File: config.mk
export PLATFORM = sky130hd
export DESIGN_NAME = vga_timing_ctrl
export DESIGN_NICKNAME = d
export VERILOG_FILES = /design/src/rtl/vga_timing_ctrl.sv
export SDC_FILE = /design/constraint.sdc
export NUM_CORES = 1
export LEC_CHECK = 0
export ABC_AREA = 1
export CORE_MARGIN = 3
export CORE_UTILIZATION = 46
export DETAILED_ROUTE_END_ITERATION = 16
export HOLD_SLACK_MARGIN = 0.06
export PLACE_DENSITY = 0.75
export RECOVER_POWER = 100
export SLEW_MARGIN = 20
export SYNTH_ARGS = -nofsm -noshare
export SYNTH_HDL_FRONTEND = slang
export SYNTH_SLANG_ARGS = --single-unit
File: constraint.sdc
create_clock -name clk -period 1.7 [get_ports clk]
set_input_delay 0.34 -clock clk [delete_from_list [all_inputs] [get_ports clk]]
set_output_delay 0.34 -clock clk [all_outputs]
set_load 0.005 [all_outputs]
File: src/rtl/vga_timing_ctrl.sv
// VGA raster sequencer with frame-synchronous pattern select handshake.
// Optional frame counter enabled by defining VGA_CTRL_FRAME_CNT_EN.
module vga_timing_ctrl #(
  parameter int unsigned H_ACTIVE = 640,
  parameter int unsigned H_FP     = 16,
  parameter int unsigned H_SYNC   = 96,
  parameter int unsigned H_BP     = 48,
  parameter int unsigned V_ACTIVE = 480,
  parameter int unsigned V_FP     = 10,
  parameter int unsigned V_SYNC   = 2,
  parameter int unsigned V_BP     = 33,
  parameter bit          SYNC_POL = 1'b0
) (
  input  logic        clk,
  input  logic        rst_n,
  input  logic        pix_en,
  input  logic        cfg_valid,
  input  logic [1:0]  cfg_pattern,
  output logic        cfg_ready,
  output logic [1:0]  pattern,
  output logic [10:0] hcount,
  output logic [9:0]  vcount,
  output logic        display_on,
  output logic        hsync,
  output logic        vsync,
  output logic        line_start,
  output logic        frame_start,
  output logic [7:0]  frame_count
);

  localparam int unsigned H_TOTAL = H_ACTIVE + H_FP + H_SYNC + H_BP;
  localparam int unsigned V_TOTAL = V_ACTIVE + V_FP + V_SYNC + V_BP;

  localparam logic [10:0] H_LAST     = 11'(H_TOTAL - 1);
  localparam logic [10:0] H_ACT_END  = 11'(H_ACTIVE);
  localparam logic [10:0] HS_START   = 11'(H_ACTIVE + H_FP);
  localparam logic [10:0] HS_END     = 11'(H_ACTIVE + H_FP + H_SYNC);
  localparam logic [9:0]  V_LAST     = 10'(V_TOTAL - 1);
  localparam logic [9:0]  VFP_START  = 10'(V_ACTIVE);
  localparam logic [9:0]  VS_START   = 10'(V_ACTIVE + V_FP);
  localparam logic [9:0]  VBP_START  = 10'(V_ACTIVE + V_FP + V_SYNC);

  typedef enum logic [1:0] {VAct, VFp, VSync, VBp} vstate_e;
  typedef enum logic [1:0] {CfgIdle, CfgPend, CfgDone} cfg_state_e;

  logic [10:0] r_hcount;
  logic [9:0]  r_vcount;
  vstate_e     r_vstate;
  logic        r_display_on;
  logic        r_hsync;
  logic        r_vsync;
  logic        r_line_start;
  logic        r_frame_start;

  cfg_state_e  r_cfg_state;
  logic        r_cfg_ready;
  logic [1:0]  r_pending;
  logic [1:0]  r_pattern;

  logic        w_h_wrap;
  logic        w_frame_wrap;
  logic        w_frame_tick;
  logic [10:0] w_h_next;
  logic [9:0]  w_v_next;
  vstate_e     w_vstate_next;

  always_comb begin
    w_h_wrap      = (r_hcount == H_LAST);
    w_frame_wrap  = w_h_wrap && (r_vcount == V_LAST);
    w_frame_tick  = pix_en && w_frame_wrap;
    w_h_next      = w_h_wrap ? 11'd0 : r_hcount + 11'd1;
    w_v_next      = r_vcount;
    w_vstate_next = r_vstate;
    if (w_h_wrap) begin
      w_v_next = (r_vcount == V_LAST) ? 10'd0 : r_vcount + 10'd1;
      if (w_v_next == 10'd0)           w_vstate_next = VAct;
      else if (w_v_next == VFP_START)  w_vstate_next = VFp;
      else if (w_v_next == VS_START)   w_vstate_next = VSync;
      else if (w_v_next == VBP_START)  w_vstate_next = VBp;
    end
  end

  // Decoded outputs use the next counter values so they line up with hcount/vcount.
  always_ff @(posedge clk or negedge rst_n) begin
    if (!rst_n) begin
      r_hcount      <= H_LAST;
      r_vcount      <= V_LAST;
      r_vstate      <= VBp;
      r_display_on  <= 1'b0;
      r_hsync       <= !SYNC_POL;
      r_vsync       <= !SYNC_POL;
      r_line_start  <= 1'b0;
      r_frame_start <= 1'b0;
    end else if (pix_en) begin
      r_hcount      <= w_h_next;
      r_vcount      <= w_v_next;
      r_vstate      <= w_vstate_next;
      r_display_on  <= (w_h_next < H_ACT_END) && (w_vstate_next == VAct);
      r_hsync       <= ((w_h_next >= HS_START) && (w_h_next < HS_END)) ? SYNC_POL : !SYNC_POL;
      r_vsync       <= (w_vstate_next == VSync) ? SYNC_POL : !SYNC_POL;
      r_line_start  <= w_h_wrap;
      r_frame_start <= w_frame_wrap;
    end else begin
      r_line_start  <= 1'b0;
      r_frame_start <= 1'b0;
    end
  end

  // A request accepted on the wrap cycle is still in CfgIdle there, so it waits a frame.
  always_ff @(posedge clk or negedge rst_n) begin
    if (!rst_n) begin
      r_cfg_state <= CfgIdle;
      r_cfg_ready <= 1'b1;
      r_pending   <= 2'd0;
      r_pattern   <= 2'd0;
    end else begin
      unique case (r_cfg_state)
        CfgIdle: begin
          if (cfg_valid && r_cfg_ready) begin
            r_pending   <= cfg_pattern;
            r_cfg_ready <= 1'b0;
            r_cfg_state <= CfgPend;
          end
        end
        CfgPend: begin
          if (w_frame_tick) begin
            r_pattern   <= r_pending;
            r_cfg_state <= CfgDone;
          end
        end
        CfgDone: begin
          r_cfg_ready <= 1'b1;
          r_cfg_state <= CfgIdle;
        end
        default: begin
          r_cfg_ready <= 1'b1;
          r_cfg_state <= CfgIdle;
        end
      endcase
    end
  end

`ifdef VGA_CTRL_FRAME_CNT_EN
  logic [7:0] r_frame_count;

  always_ff @(posedge clk or negedge rst_n) begin
    if (!rst_n) begin
      r_frame_count <= 8'd0;
    end else if (w_frame_tick) begin
      r_frame_count <= r_frame_count + 8'd1;
    end
  end

  assign frame_count = r_frame_count;
`else
  assign frame_count = 8'd0;
`endif

  assign hcount      = r_hcount;
  assign vcount      = r_vcount;
  assign display_on  = r_display_on;
  assign hsync       = r_hsync;
  assign vsync       = r_vsync;
  assign line_start  = r_line_start;
  assign frame_start = r_frame_start;
  assign cfg_ready   = r_cfg_ready;
  assign pattern     = r_pattern;

endmodule

* Word level (Yosys, flattened, before mapping)
Index checks and enable logic that the tools add are counted. Widths: inputs -> output; s select.
Cells by class: add/sub/neg operators 2, order comparisons 3, equality and inequality tests 9, multiplexer cells 16, bitwise operators 1, reductions and logical operators 13
Operators with widths (number):
- $eq 10x9->1 const B | 3
- $lt 11x10->1 const B | 2
- $mux 2 | 7
- $add 11x1->11 const B | 1
- $eq 11x10->1 const B | 1
- $ge 11x10->1 const B | 1
- $mux 11 | 1
- $add 10x1->10 const B | 1
- $eq 10x10->1 const B | 1
- $logic_not 10->1 | 1
- $mux 10 | 1
- $reduce_and 2->1 | 5
- $logic_and 1x1->1 | 5
- $mux 1 | 5
- $logic_not 2->1 | 2
- $ne 2x2->1 const B | 2
- $pmux 2 s2 | 1
- $eq 2x1->1 const B | 1
- $eq 2x2->1 const B | 1
- $pmux 1 s2 | 1
- $not 1->1 | 1
Word-level totals: flip-flop bits (word level) 35, logic and storage cells 56

* Depth between registers and ports, before layout
Gate-level depths: netlist (run 1).
word-level depth 10, gate-level depth with buffers 17, mapped depth without buffers 16

* Least setup slack after synthesis (run 1)
No wires, ideal clock.
kind register to register, from register r_hcount[0] (netlist: hcount[0]), to register r_pattern[1] (netlist: pattern[1]), library setup time 0.121 ns, arrival time 1.725 ns, required time 1.579 ns, slack -0.146 ns, stages on the path, launching flop included 15, buffers on the path 0, period minus slack after synthesis 1.846 ns, path through dfstp_2 -> ha_1 -> nand3_1 -> nor2_2 -> inv_2 -> nor2_4 -> inv_2 -> nor2_4 -> inv_2 -> nor2_4 -> inv_2 -> nor2_4 -> inv_2 -> nand2_1 -> o21ai_1
On the way: longest elaborated chain between the ends 4
Ends and longest elaborated chain:
- start, declared | RTL line 46 | logic [10:0] r_hcount;
- start signal, assigned | RTL line 95 | r_hcount <= w_h_next;
- $eq 11x10->1 | RTL line 68 | w_h_wrap = (r_hcount == H_LAST);
- $logic_and 1x1->1 | RTL line 69 | w_frame_wrap = w_h_wrap && (r_vcount == V_LAST);
- $logic_and 1x1->1 | RTL line 70 | w_frame_tick = pix_en && w_frame_wrap;
- via w_frame_tick | RTL line 62 | logic w_frame_tick;
- $reduce_and 2->1 (no source line)
- end signal, assigned | RTL line 127 | r_pattern <= r_pending;
- end, declared | RTL line 58 | logic [1:0] r_pattern;
The timed path passes the listed nets, and every way through them passes these cells. A chain may end at the register's enable or synchronous reset.

* Final worst setup path (run 1)
from register r_vcount[2] (netlist: vcount[2]), to register r_display_on (netlist: display_on)
On the way: longest elaborated chain between the ends 10, elaborated cells on any way between the ends 14, classes of those cells add/sub: 1; eq/ne: 4; mux: 6; reduce/logical: 3
Ends and longest elaborated chain:
- start, declared | RTL line 47 | logic [9:0] r_vcount;
- start signal, assigned | RTL line 96 | r_vcount <= w_v_next;
- $add 10x1->10 or $eq 10x10->1 (tied branches) | RTL line 75 | w_v_next = (r_vcount == V_LAST) ? 10'd0 : r_vcount + 10'd1;
- $mux 10 (*) | RTL line 75
- $eq 10x9->1 | RTL line 79 | else if (w_v_next == VBP_START) w_vstate_next = VBp;
- $mux 2 | RTL line 79
- $mux 2 | RTL line 78 | else if (w_v_next == VS_START) w_vstate_next = VSync;
- $mux 2 | RTL line 77 | else if (w_v_next == VFP_START) w_vstate_next = VFp;
- $mux 2 (*) | RTL line 76 | if (w_v_next == 10'd0) w_vstate_next = VAct;
- $mux 2 (*) | RTL line 74 | if (w_h_wrap) begin
- $logic_not 2->1 (*) | RTL line 98 | r_display_on <= (w_h_next < H_ACT_END) && (w_vstate_next == VAct);
- $logic_and 1x1->1 (*) | RTL line 98
- end signal, assigned | RTL line 98
- end, declared | RTL line 49 | logic r_display_on;
Mark *: on every way between the ends. The rest lies on a longest branch, timed or not.

==> metrics.yaml, run 1 <==
status: "complete, but fails checks"
violations: "setup timing"
num_vias: 2390
setup_ws_ns: -0.299
crit_fanout: 6
clkLatencyLatePin_ns: 0.30
synth_top_family_by_area: "simple AND/OR/NAND/NOR gates"
hold_path_class: "flip-flop to flip-flop"
cts.reportedPaths.clkPinSlew_ns: 0.08
multi_input_area_um2: 1360
diodes: 0
vias_per_cell: 5.44
fmax_ghz: 0.500
synth.cell_area_um2: 2150
synth_compound_area_share_pct: 9.32
rsz0062_at_grt: "yes"
layout-drive-gt1-share_pct: 43.4
grt_max_degree: 36
grt_pass1_vias: 2144
cts_tree: "yes"
hpwl_um: 3770
synth_cell_types: 33
regToRegSetupSlack_ns: -0.30
synthCells: 291
synth_xor_area_share_pct: 1.22
final_common_cell: "nand2_1"
dieArea_um2: 5530
stdcell_count: 439
io_pins: 43
relSlewSlack_pct: 40.8
antenna_found_initial: 0
avgSynthCellArea_um2: 7.38
placed_cells: 413
fin_crit_sh_pct: 118
rows: 24
p_leak_nw: 1.57
seq_area_frac_synth_pct: 41.6
grt-ovfl-total: 0
fp.coreArea_um2: 4440
ff_latch_area_um2: 895
whs_ns: 0.476
cp-end-kind: "flip-flop"
max_cap_viol_count: 0
cts_buffers: 5
drt_iter0_markers: 195
cp.arrival_ns: 2.23
initial_core_util_pct: 48.3
synthSimpleGateAreaFrac_pct: 35.2
cts_htree_levels: 2
dr.pass1.iters: 5
fin_nets: 395
port_buffers: 34
avgRoutedWirePerCell_um: 15.4
yosys_warnings: 0
finalCriticalPeriod_ns: 2.00
dieHeight_um: 74.3
area_delta_synth_final_pct: 58.4
tightest_slew_ns: 0.888
start_kind: "flip-flop"
drt-total-wl_um: 6770
synth_adder_area_share_pct: 1.75
clock_skew_ns: 0.0114
fillers: 281
powerDensity_nw_per_um2: 791
finalWeightedCongestion: 0.941
ant_nets: 0
crit_type: "flip-flop to flip-flop"
synth_mux_area_share_pct: 0
vdd_drop_max_uv: 487
die_w_um: 74.3
cp_data_required_time_ns: 1.93
cts-root-buf: "clkbuf_8"
ys_ff_latch: 35
clkSinkCount: 35
layout_common_cells: "nand2_1, buf_4, nand2_2"
hold_viol: 0
clockBufferDepth: 2
final-max-slew-violation-count: 0
drc: 0
grt_pass1_wl_um: 9480
grt.total_usage_pct: 22.2
finalSetupViolations: 23
final timing paths:
path,startpoint,to,cells past startpoint
min,r_vstate[1],r_vstate[1],2
max in group asynchronous,rst_n,r_pending[0],2
max reg2reg,vcount[2],display_on,12
min in group asynchronous,rst_n,hcount[5],2
min reg2reg,r_vstate[1],r_vstate[1],2
max,vcount[2],display_on,12
what timing repair did:
| item | 4_1_cts | 5_1_grt |
|---|---|---|
| setup buffers | 6 | 14 |
| pin swaps | 18 | 18 |
| endpoints found under the hold margin | 0 | 0 |
| gates resized for setup | 49 | 68 |
| hold buffers | 0 | 0 |
| cloned | 1 | 1 |
| setup endpoints to repair | 31 | 27 |
logic make-up after synthesis:
family,after synthesis
AOI/OAI and AO/OA,37
buffers and inverters,49
xor gates and xnor gates,3
adders and majority gates,3
DFF,35
and+or+nand+nor,163
other,1
report_power, final:
| group | internal [mW] | switching (mW) |
|---|---|---|
| clock network | 0.370 | 0.305 |
| logic | 0.442 | 0.436 |
| registers | 1.02 | 0.116 |
| total | 1.83 | 0.858 |
synth_stat cells, drive strengths merged:
cell	count	area share, %
nand2	93	17
nor2	35	8.7
inv	34	5.9
o21ai	26	6.2
nand3	23	5.6
dfrtp	20	23
dfstp	15	18
buf	11	3.9
nand4	9	2.9
a21oi	7	1.6
clkbuf	3	0.70
ha	3	1.7
nor3	2	0.47
o21bai	2	0.70
xor2	2	0.82
clkinv	1	0.17
conb	1	0.17
nand3b	1	0.35
o21a	1	0.35
o22a	1	0.41
xnor2	1	0.41
sequential cells by signal, indices dropped and copies added (netlist names):
signal and count:
vsync 1, vcount 10, line_start 1, pattern 2, r_pending 2, r_cfg_state 2, cfg_ready 1, frame_start 1
hcount 11, display_on 1, hsync 1, r_vstate 2
through the flow:
stage | power [mW] | instance area [um^2] | TNS (ns) | util [%] | setup WS (ns)
after floorplan | 1.53 | 2210 | -0.359 | - | -0.0862
after global placement | 1.97 | 2850 | -1.18 | 64.0 | -0.164
after detailed placement | 1.98 | 2850 | -1.69 | 64.0 | -0.251
after CTS | 2.64 | 3110 | -1.70 | 70.0 | -0.170
after global routing | 2.86 | 3400 | -6.18 | 76.6 | -0.406
final | 2.69 | 3400 | -3.66 | 76.6 | -0.299
per-layer routing:
metal,vias up,wire [um],track usage (%)
met5,-,0,0
li1,1108,-,-
met4,0,303,8.70
met2,131,3230,35.8
met3,38,441,4.32
met1,1113,2790,29.5
worst max-delay path, cell delays in order (launching register included):
cell      delay, ns
dfstp_2        0.66
nand2_2        0.10
nor2_2         0.13
nand3_1        0.13
nand2_2        0.13
nand2_1        0.08
a21oi_1        0.20
nand4_1        0.13
nand2_1        0.08
inv_1          0.03
nand2_1        0.07
nand2_2        0.07
o21bai_1       0.13
layout make-up:
cell class	instances	share of cell area, %
Clock buffer	8	2.94
Inverter	35	4.01
Multi-Input combinational cell	214	40.0
Sequential cell	35	26.3
Tap cell	52	1.91
Timing Repair Buffer	95	24.9
Note: power is estimated with default switching activity, not from simulation.
==> run 2: changes to the inputs <==
HOLD_SLACK_MARGIN = 0.15   (was 0.06)
==> results of run 2 <==
Final layout, timing and power as in run 1 (identical DEF).
